<file path="config.mk">
export PLATFORM = sky130hd
export DESIGN_NAME = mantissa_square_seq
export DESIGN_NICKNAME = d
export VERILOG_FILES = /design/src/rtl/mantissa_square_seq.sv
export SDC_FILE = /design/constraint.sdc
export NUM_CORES = 1
export LEC_CHECK = 0
export CAP_MARGIN = 10
export CORE_UTILIZATION = 45
export DETAILED_ROUTE_END_ITERATION = 7
export HOLD_SLACK_MARGIN = 0.02
export PLACE_DENSITY = 0.65
export SYNTH_ARGS = -nofsm -noshare
export SYNTH_HDL_FRONTEND = slang
export SYNTH_SLANG_ARGS = --single-unit
</file>
<file path="constraint.sdc">
create_clock -name clk -period 6.4 [get_ports clk]
set_input_delay 0.64 -clock clk [delete_from_list [all_inputs] [get_ports clk]]
set_output_delay 0.64 -clock clk [all_outputs]
set_load 0.05 [all_outputs]
</file>
<file path="src/rtl/mantissa_square_seq.sv">
`default_nettype none
// ============================================================================
//  Module   : mantissa_square_seq
//  Purpose  : Sequential significand squarer. Computes the exact
//             BINARY_SIZE-bit square of a HALF_BINARY_SIZE-bit significand
//             (hidden bit included) using a shift-add datapath with a
//             start/busy/done handshake. norm_hi flags a square >= 2.0.
//  Options  : SQUARE_MANTISSA_RADIX4_EN - when defined, retires two
//             multiplier bits per cycle (0/1x/2x/3x addend), roughly halving
//             latency. Results are bit-identical in both builds.
//  Revision : 1.0 - initial release
// ============================================================================
module mantissa_square_seq #(
    parameter int HALF_BINARY_SIZE = 53,
    parameter int BINARY_SIZE      = 106
) (
    input  logic                        clk,
    input  logic                        rst,
    input  logic                        start,
    input  logic [HALF_BINARY_SIZE-1:0] op_a,
    output logic                        busy,
    output logic                        done,
    output logic [BINARY_SIZE-1:0]      result,
    output logic                        norm_hi
);

    localparam int CW = $clog2(HALF_BINARY_SIZE + 1);

`ifdef SQUARE_MANTISSA_RADIX4_EN
    // Multiplier padded to an even width so every iteration sees a full digit.
    localparam int             MPW     = HALF_BINARY_SIZE + (HALF_BINARY_SIZE % 2);
    localparam logic [CW-1:0]  c_ITERS = CW'((HALF_BINARY_SIZE + 1) / 2);
`else
    localparam int             MPW     = HALF_BINARY_SIZE;
    localparam logic [CW-1:0]  c_ITERS = CW'(HALF_BINARY_SIZE);
`endif

    typedef enum logic [1:0] {
        IDLE = 2'd0,
        CALC = 2'd1,
        DONE = 2'd2
    } state_t;

    state_t                 r_state;
    state_t                 w_next;
    logic [BINARY_SIZE-1:0] r_mcand;
    logic [MPW-1:0]         r_mplier;
    logic [BINARY_SIZE-1:0] r_acc;
    logic [CW-1:0]          r_cnt;
    logic [BINARY_SIZE-1:0] w_addend;
    logic                   w_busy;
    logic                   w_done;

`ifdef SQUARE_MANTISSA_RADIX4_EN
    // 3x multiple is formed once at accept and then shifted alongside 1x.
    logic [BINARY_SIZE-1:0] r_mcand3;
    logic [BINARY_SIZE-1:0] w_a3;
    assign w_a3 = BINARY_SIZE'(op_a) + (BINARY_SIZE'(op_a) << 1);

    // Select the partial product for the current radix-4 digit.
    always_comb begin
        w_addend = '0;
        case (r_mplier[1:0])
            2'b01:   w_addend = r_mcand;
            2'b10:   w_addend = r_mcand << 1;
            2'b11:   w_addend = r_mcand3;
            default: w_addend = '0;
        endcase
    end
`else
    // Select the partial product for the current multiplier bit.
    always_comb begin
        w_addend = '0;
        if (r_mplier[0]) begin
            w_addend = r_mcand;
        end
    end
`endif

    // State register.
    always_ff @(posedge clk) begin
        if (rst) begin
            r_state <= IDLE;
        end else begin
            r_state <= w_next;
        end
    end

    // Next-state decode and handshake outputs.
    always_comb begin
        w_next = r_state;
        w_busy = 1'b0;
        w_done = 1'b0;
        case (r_state)
            IDLE: begin
                if (start) begin
                    w_next = CALC;
                end
            end
            CALC: begin
                w_busy = 1'b1;
                // Counter hits zero on this edge: last iteration.
                if (r_cnt == CW'(1)) begin
                    w_next = DONE;
                end
            end
            DONE: begin
                w_busy = 1'b1;
                w_done = 1'b1;
                w_next = IDLE;
            end
            default: begin
                w_next = IDLE;
            end
        endcase
    end

    // Shift-add datapath: load on accept, accumulate while in CALC,
    // otherwise hold so result stays visible through IDLE.
    always_ff @(posedge clk) begin
        if (rst) begin
            r_mcand  <= '0;
            r_mplier <= '0;
            r_acc    <= '0;
            r_cnt    <= '0;
`ifdef SQUARE_MANTISSA_RADIX4_EN
            r_mcand3 <= '0;
`endif
        end else begin
            case (r_state)
                IDLE: begin
                    if (start) begin
                        r_mcand  <= BINARY_SIZE'(op_a);
                        r_mplier <= MPW'(op_a);
                        r_acc    <= '0;
                        r_cnt    <= c_ITERS;
`ifdef SQUARE_MANTISSA_RADIX4_EN
                        r_mcand3 <= w_a3;
`endif
                    end
                end
                CALC: begin
                    // Sum cannot exceed (2^H-1)^2 < 2^(2H); truncation of
                    // shifted-out multiplicand bits is harmless mod 2^(2H).
                    r_acc <= r_acc + w_addend;
                    r_cnt <= r_cnt - CW'(1);
`ifdef SQUARE_MANTISSA_RADIX4_EN
                    r_mcand  <= r_mcand << 2;
                    r_mcand3 <= r_mcand3 << 2;
                    r_mplier <= r_mplier >> 2;
`else
                    r_mcand  <= r_mcand << 1;
                    r_mplier <= r_mplier >> 1;
`endif
                end
                default: begin
                end
            endcase
        end
    end

    assign busy    = w_busy;
    assign done    = w_done;
    assign result  = r_acc;
    assign norm_hi = r_acc[BINARY_SIZE-1];

endmodule
`default_nettype wire

</file>
# ---- After elaboration in Yosys (flattened, before gate mapping)
# Cells that the tools add are included.
# W data, S select, Z words.
dict set report op_classes {
  n_addsub 2
  n_bitwise 0
  n_reduce_logical 5
  n_mul 0
  muxes 14
  div 0
  magnitude_cmp 0
  n_shift 0
  eq_ne 5
}
# cell n
set ops {}
lappend ops {{$pmux W106 S2} 2}
lappend ops {{$mux W106} 3}
lappend ops {{$add A106 B106 Y106} 1}
lappend ops {{$pmux W53 S2} 1}
lappend ops {{$mux W53} 1}
lappend ops {{$pmux W6 S2} 1}
lappend ops {{$eq A6 B1 Y1 const B} 1}
lappend ops {{$mux W6} 1}
lappend ops {{$sub A6 B1 Y6 const B} 1}
lappend ops {{$mux W2} 2}
lappend ops {{$ne A2 B2 Y1 const B} 2}
lappend ops {{$pmux W2 S2} 1}
lappend ops {{$reduce_and A2 Y1} 2}
lappend ops {{$eq A2 B1 Y1 const B} 1}
lappend ops {{$eq A2 B2 Y1 const B} 1}
lappend ops {{$logic_not A2 Y1} 1}
lappend ops {{$mux W1} 2}
lappend ops {{$reduce_bool A2 Y1} 1}
lappend ops {{$reduce_or A2 Y1} 1}
dict set report totals {
  out_inout_bits 109
  latch_bits 0
  register_bits 273
  mem_count 0
  romBits 0
  word_cells 31
  mem_bits_rw 0
  inputBits 56
}

# ---- Longest topological paths before layout
# Gate-level depths: netlist of run 1.
dict set report logic_depth {
  depth_word 3
  depth_mapped 17
  mapped_depth_nobuf 15
}

# ---- Worst setup path before layout of run 1
# OpenSTA, ideal clock, no wires.
dict set report synth_timing {
  path_kind {register to register}
  start {register r_mplier[0]}
  end {register r_acc[100], in the netlist result[100]}
  arrival_ps 3588
  stages_incl_launch_ff 18
  required_ps 6326
  slack_ps 2737
  n_path_buf 2
  synth_period_minus_slack_ps 3663
  setup_ps 74
  cell_sequence {dfxtp_1 > clkbuf_1 > clkbuf_1 > and2_1 > ha_1 > inv_1 > fa_1 > nand2b_1 > a21o_1 > a31o_2 > a2111oi_0 > o31ai_1 > a211oi_1 > o21ai_1 > a21oi_1 > o21ai_0 > xor2_1 > o21ai_0}
}
dict set report synth_via {
  elab_chain_cells 3
}
# element line
set synth_rtl {}
lappend synth_rtl {{start: declaration} 47} ;# logic [MPW-1:0] r_mplier;
lappend synth_rtl {{start signal: assignment} 134} ;# r_mplier <= MPW'(op_a);
lappend synth_rtl {{start signal: assignment} 153} ;# r_mplier <= r_mplier >> 1;
lappend synth_rtl {{$mux W106} 74} ;# if (r_mplier[0]) begin
lappend synth_rtl {{$add A106 B106 Y106} 145} ;# r_acc <= r_acc + w_addend;
lappend synth_rtl {{$pmux W106 S2} 130} ;# case (r_state)
lappend synth_rtl {{end signal: assignment} 145}
lappend synth_rtl {{end: declaration} 48} ;# logic [BINARY_SIZE-1:0] r_acc;
# Every way passes these cells.
# A chain may end at the register's enable or synchronous reset.

# ---- Worst setup path in the final report of run 1
# Same ends and word-level chain as after synthesis.

==> results of run 1 <==
-- power groups by stage --
stage	combinational (uW)	clock [uW]	sequential (uW)
after floorplan	400	0	1860
after global placement	533	0	1890
after detailed placement	542	0	1890
after CTS	544	1770	1860
after global routing	595	1840	1870
final	541	1730	1860
-- worst min path at each step --
stage	end	cells past startpoint
floorplan	r_mplier[51]	2
global placement	result[85]	2
detailed placement	result[85]	2
CTS	result[85]	2
global route	result[91]	2
finish	result[83]	2
-- through the flow --
stage                     cells  cell area [um^2]  worst slack (ns)  power [uW]  util, %
after global routing       2669             19500             0.629        4300     53.1
after global placement     2613             18500              1.14        2420     50.4
final                      2669             19500              1.17        4130     53.1
after floorplan            2139             16800              2.74        2260        -
after CTS                  2669             19500             0.943        4170     53.1
after detailed placement   2613             18500             0.961        2440     50.4
-- routing by layer --
metal  global-route usage (%)  vias up
met5                        0        -
met4                     9.07        0
met1                     36.8     7609
met3                     3.52       97
li1                         -     7927
met2                     43.5      457
-- logic make-up (layout without fill, tap and decap cells) --
| kind of cell | count (synthesis) | after routing |
|---|---|---|
| multiplexers | 3 | 3 |
| flip-flops | 273 | 273 |
| XOR/XNOR | 101 | 101 |
| AO/OA/AOI/OAI | 692 | 692 |
| adder cells (fa/ha/maj) | 111 | 111 |
| buffers and inverters | 212 | 274 |
| AND/OR/NAND/NOR | 747 | 747 |
-- flip-flops by register name, summed over array words and instances, names as in the netlist --
signal / flops
r_state: 2
result: 106
r_mcand: 106
r_cnt: 6
r_mplier: 53
-- placed cells by master, fill, tap and decap left out, types with 4 or more instances in the layout --
cell / netlist / layout
a2111oi_0: 4 / 4
a211oi_1: 11 / 11
a21boi_1: 5 / 5
a21o_1: 34 / 34
a21oi_1: 174 / 174
a221oi_1: 6 / 6
a222oi_1: 102 / 102
a22oi_1: 93 / 93
a31o_2: 4 / 4
a31oi_1: 13 / 13
and2_1: 111 / 110
and3_1: 7 / 7
buf_4: 8 / 8
clkbuf_1: 143 / 6
clkbuf_16: 0 / 30
clkbuf_8: 0 / 5
clkdlybuf4s50_1: 0 / 163
clkinv_2: 0 / 9
dfxtp_1: 273 / 272
ha_1: 110 / 110
inv_1: 44 / 44
nand2_1: 192 / 192
nand2b_1: 11 / 10
nand3_1: 11 / 11
nand4_1: 62 / 62
nor2_1: 297 / 295
nor2b_1: 5 / 5
nor3_1: 23 / 23
nor4_1: 7 / 7
o211ai_1: 11 / 11
o21a_1: 7 / 6
o21ai_0: 123 / 123
o21ai_1: 21 / 21
o21bai_1: 35 / 35
o31ai_1: 9 / 9
or3_1: 7 / 7
xnor2_1: 63 / 63
xor2_1: 38 / 38
-- cell type report --
class	count	area [um^2]	share of cell area [%]
Clock buffer	41	842	4.32
Clock inverter	15	144	0.738
Inverter	45	169	0.867
Multi-Input combinational cell	1654	10600	54.2
Sequential cell	273	5470	28.1
Tap cell	468	586	3.01
Timing Repair Buffer	173	1720	8.84
-- critical path, delay by kind of cell (launching register included) --
| family | cells | cell delay, ns |
|---|---|---|
| buf+inv | 1 | 0.05 |
| flops | 1 | 1.07 |
| simple gates | 2 | 0.44 |
| xor+xnor | 1 | 0.15 |
| compound gates | 9 | 2.82 |
| fa+ha+maj | 2 | 0.54 |
==> flow_metrics.env, run 1 <==
export IMPL_rr_worst_depth=15
export IMPL_crit_top_cell="o21ai_0"
export IMPL_via_count=16100
export IMPL_initial_utilization_pct=45.9
export IMPL_worstPathRequired_ns=6.84
export IMPL_worstMarginPinSlew_ns=1.15
export IMPL_syn_num_nets=2306
export IMPL_cts_sinks=273
export IMPL_max_freq_mhz=191
export IMPL_dr_pass1_iters=8
export IMPL_critPathCapture="result[100]"
export IMPL_holdWs_ns=0.471
export IMPL_netlist_area_mm2=0.0168
export IMPL_yosysMostFrequentCell="nor2_1"
export IMPL_crit_slowest_cell="dfxtp_2"
export IMPL_grt_start_max_net_pins=117
export IMPL_routed_via_density=6.03
export IMPL_detail_route_antenna_nets=0
export IMPL_cpPeakStageDelay_ns=1.07
export IMPL_synth_simple_area_share_pct=20.4
export IMPL_dp_hpwl_um=38100
export IMPL_wl_met1_um=24500
export IMPL_port_buffers=164
export IMPL_fin_crit_ns=5.23
export IMPL_synth_common_cells="297 x nor2_1, 273 x dfxtp_1, 192 x nand2_1"
export IMPL_finClkSkew_ns=0.0182
export IMPL_crit_fanout=70
export IMPL_synth_warnings=0
export IMPL_synth_compound_area_share_pct=28.4
export IMPL_maxUsedRoutingLayer="met4"
export IMPL_synth_mux_area_share_pct=0.186
export IMPL_post_cts_buffers=0
export IMPL_synth_xor_area_share_pct=5.26
export IMPL_cts_resized=0
export IMPL_cts_tree="done"
export IMPL_avgSynthCellArea_um2=7.87
export IMPL_numCtsBuffers=30
export IMPL_rsz0062_at_grt="no"
export IMPL_yosysSeqAreaShare_pct=32.5
export IMPL_combPwrFrac_pct=13.1
export IMPL_worstHoldStart="result[83]"
export IMPL_synth_cell_types=75
export IMPL_n_antenna_cell=0
export IMPL_die_width_um=195
export IMPL_h_tree_depth=1
export IMPL_setup_worst_path_start="r_mplier[0]"
export IMPL_ys_ff_latch=273
export IMPL_cap_violations=0
export IMPL_drive_gt1_share_pct=4.09
export IMPL_place_congestion=0.905
export IMPL_criticalPathCategory="flip-flop to flip-flop"
export IMPL_first_global_vias=15500
export IMPL_setup_viol=0
export IMPL_p_sw_uw=1160
export IMPL_grt_pass1_wl_um=84300
export IMPL_synth_ff_type="dfxtp_1"
export IMPL_wl_um=52300
export IMPL_p_sw_share_pct=28.2
export IMPL_syn_inst=2139
export IMPL_clkPwrFrac_pct=42.0
export IMPL_final_nets=2344
export IMPL_power_density_mw_per_mm2=212
export IMPL_max_slew_margin_pct=23.5
export IMPL_finalHoldViolCount=0
export IMPL_globalRoute_totalOverflow=0
export IMPL_synth_top_area_cell="dfxtp_1"
export IMPL_cp_data_arrival_time_ns=5.68
export IMPL_path_cells="and2_1 > ha_1 > inv_1 > fa_1 > nand2b_1 > a21o_1 > a31o_2 > a2111oi_0 > o31ai_1 > a211oi_1 > o21ai_1 > a21oi_1 > o21ai_0 > xor2_1 > o21ai_0"
export IMPL_seq_power_share_pct=44.9
export IMPL_path_clk_slew_ns=0.07
export IMPL_nFillCells=3528
export IMPL_routed_wl_met2_um=23500
export IMPL_clock_latency_ns=0.59
export IMPL_die_y_um=195
export IMPL_tns_ns=0
export IMPL_area_delta_synth_final_pct=15.8
export IMPL_rrSetupSlack_ns=1.17
export IMPL_drt_initial_drc_count=1549
export IMPL_met3_wirelength_um=2450
export IMPL_synth_adder_area_share_pct=8.30
export IMPL_violations="DRC"
export IMPL_drc_errors=8
export IMPL_p_leak_uw=0.00734
export IMPL_outcome="finished with violations"
export IMPL_max_clock_path_buffers=3
export IMPL_internal_power_uw=2970
export IMPL_async_flop_share_pct=0
export IMPL_r2r_start="r_mplier[0]"
export IMPL_row_count=70
export IMPL_hp_class="flip-flop to flip-flop"
export IMPL_synth_top_area_share_pct=32.5
export IMPL_grtUsageTotal_pct=26.9
export IMPL_ir_worst_vdd_v=0.000202
export IMPL_core_area_mm2=0.0367
export IMPL_crit_reg2reg_capture="result[100]"
export IMPL_ctsHoldBuffers=0
export IMPL_synth_area_leaders="dfxtp_1 32%, ha_1 8.2%, nor2_1 6.6%, a222oi_1 6.1%, a21oi_1 5.2%"
export IMPL_synth_top_family_by_area="compound AO/OA/AOI/OAI gates"
export IMPL_cp_start_kind="flip-flop"
export IMPL_die_area_mm2=0.0382
export IMPL_slew_violations=0
export IMPL_pin_count=165
export IMPL_synth_edf_count=0
export IMPL_wl_per_cell_um=19.6
export IMPL_end_kind="flip-flop"
export IMPL_timing_final_crit_share_pct=81.8
export IMPL_antenna_found_initial=0
export IMPL_clockRootBuffer="clkbuf_16"
Power figures use the tool's default switching activity.
==> run 2, diff against run 1 <==
- PLACE_DENSITY: 0.65 -> 0.68
- clock period: 6.4 -> 4.3 ns (I/O delays scaled with it)
==> run 2 against run 1 <==
  * The flow still finishes with violations (DRC)
  * Hold slack worse by 0.14 ns
  * Sequential power up 47%
  * Combinational power up 57%
  * Clock skew down 0.0019 ns
  * Die area unchanged
  * Flip-flop and latch count unchanged
  * Clock power up 55%
  * Critical path depth down 1
  * Critical path type unchanged
==> flow_metrics.env, run 2 (synthesis gave the netlist of run 1 again) <==
export IMPL_antenna_found_initial=1
export IMPL_dp_slack_ns=0.125
export IMPL_max_freq_mhz=249
export IMPL_tns_ns=0
export IMPL_rrSetupSlack_ns=0.29
export IMPL_max_slew_margin_pct=34.8
export IMPL_cp_depth=14
export IMPL_rsz0062_at_grt="no"
export IMPL_p_leak_uw=0.00743
export IMPL_routed_via_density=6.06
export IMPL_mostFrequentLayoutCell="nor2_1"
export IMPL_drt_initial_drc_count=1632
export IMPL_port_buffers=164
export IMPL_globalRoute_totalOverflow=0
export IMPL_p_sw_uw=1750
export IMPL_worstHoldStart="rst"
export IMPL_totalPowerFinal_uw=6280
export IMPL_power_density_mw_per_mm2=319
export IMPL_finClkSkew_ns=0.0163
export IMPL_place_area_mm2=0.0186
export IMPL_setup_slack_ns=0.288
export IMPL_core_area_mm2=0.0367
export IMPL_cp_start_kind="flip-flop"
export IMPL_initial_utilization_pct=45.9
export IMPL_violations="DRC"
export IMPL_pin_count=165
export IMPL_numCtsBuffers=30
export IMPL_h_tree_depth=1
export IMPL_final_area_mm2=0.0197
export IMPL_grtUsageTotal_pct=25.7
export IMPL_r2r_start="r_mplier[0]"
export IMPL_path_cells="buf_4 > and2_1 > ha_1 > a21oi_1 > o21ai_0 > a2111o_1 > o21a_1 > nor3_2 > o31ai_4 > a31oi_2 > o21bai_2 > a31oi_1 > xor2_1 > o21ai_1"
export IMPL_slew_violations=0
export IMPL_setup_viol=0
export IMPL_p_sw_share_pct=27.9
export IMPL_crit_buf_inv=1
export IMPL_cts_tree="done"
export IMPL_max_clock_path_buffers=3
export IMPL_ir_worst_vdd_v=0.000301
export IMPL_fin_crit_ns=4.01
export IMPL_crit_reg2reg_capture="result[87]"
export IMPL_internal_power_uw=4530
export IMPL_end_kind="flip-flop"
export IMPL_die_area_mm2=0.0382
export IMPL_die_y_um=195
export IMPL_final_nets=2356
export IMPL_drc_errors=11
export IMPL_finalHoldViolCount=0
export IMPL_clock_latency_ns=0.60
export IMPL_clkPwrFrac_pct=42.9
export IMPL_rr_worst_depth=14
export IMPL_setup_worst_path_start="r_mplier[0]"
export IMPL_dr_pass1_iters=8
export IMPL_worst_path_dominant_cell_family="compound AO/OA/AOI/OAI gates"
export IMPL_hp_class="primary input to flip-flop"
export IMPL_critPathCapture="result[87]"
export IMPL_crit_fanout=24
export IMPL_timing_final_crit_share_pct=93.3
export IMPL_first_global_vias=15300
export IMPL_dp_hpwl_um=37000
export IMPL_via_count=16300
export IMPL_place_congestion=0.953
export IMPL_crit_slowest_cell="nor3_2"
export IMPL_clockRootBuffer="clkbuf_16"
export IMPL_worstPathRequired_ns=4.76
export IMPL_grt_start_max_net_pins=108
export IMPL_detail_route_antenna_nets=0
export IMPL_final_cell_mix="295 x nor2_1, 272 x dfxtp_1, 192 x nand2_1"
export IMPL_area_delta_synth_final_pct=16.9
export IMPL_path_clk_slew_ns=0.06
export IMPL_row_count=70
export IMPL_combPwrFrac_pct=13.5
export IMPL_drive_gt1_share_pct=4.70
export IMPL_post_cts_buffers=0
export IMPL_die_width_um=195
export IMPL_seq_power_share_pct=43.6
export IMPL_grt_pass1_wl_um=81200
export IMPL_outcome="finished with violations"
export IMPL_cts_sinks=273
export IMPL_wl_per_cell_um=18.8
export IMPL_worstMarginPinSlew_ns=0.976
export IMPL_cap_violations=0
export IMPL_cp_data_arrival_time_ns=4.47
export IMPL_criticalPathCategory="flip-flop to flip-flop"
export IMPL_wl_um=50300
export IMPL_cpPeakStageDelay_ns=0.49
## run 2: changes by cell type in the layout (fill, tap and decap cells not counted), sizes merged
| cell | change |
|---|---|
| diode | +1 |
| inv | +1 |
| buf | +12 |
| clkinv | -4 |
| clkinvlp | -2 |
| clkbuf | +5 |
## run 2: layer usage
metal / track usage [%] / share of wire (%) / vias up
li1: - / - / 7958
met1: 34.9 / 46 / 7733
met2: 42.9 / 46 / 490
met3: 3.13 / 5.0 / 85
met4: 6.97 / 2.5 / 0
met5: 0 / 0 / -
## run 2: layout make-up
type | count | area [um^2]
timing repair buffer | 185 | 1840
fill | 3532 | 17000
clock buffer | 46 | 911
tap | 468 | 586
sequential | 273 | 5470
antenna | 1 | 2.50
clock inverter | 10 | 139
inverter | 45 | 169
multi-input combinational | 1654 | 10600
## run 2: metrics by stage
| step | hold WS [ns] | cells | utilization (%) |
|---|---|---|---|
| after detailed placement | 0.469 | 2625 | 50.7 |
| after floorplan | 0.468 | 2139 | - |
| final | 0.329 | 2682 | 53.6 |
| after CTS | 0.311 | 2681 | 53.6 |
| after global routing | 0.344 | 2682 | 53.6 |
| after global placement | 0.462 | 2625 | 50.7 |
## run 2: power groups by stage
stage | sequential [uW] | combinational, uW | clock, uW
floorplan | 2770 | 595 | 0
global placement | 2790 | 831 | 0
detailed placement | 2790 | 849 | 0
CTS | 2730 | 852 | 2750
global route | 2750 | 936 | 2840
finish | 2740 | 850 | 2690
## run 2: worst min path at each step
| stage | to | slack, ns | cells after the start |
|---|---|---|---|
| finish | result[3] | 0.33 | 2 |
| global route | result[3] | 0.34 | 2 |
| CTS | result[3] | 0.31 | 2 |
| detailed placement | result[93] | 0.47 | 2 |
| global placement | result[93] | 0.46 | 2 |
| floorplan | r_mplier[51] | 0.47 | 2 |
## run 2: timing repair
item	CTS	global route
hold buffers	0	0
endpoints found under the setup margin	0	4
resized for setup	0	3
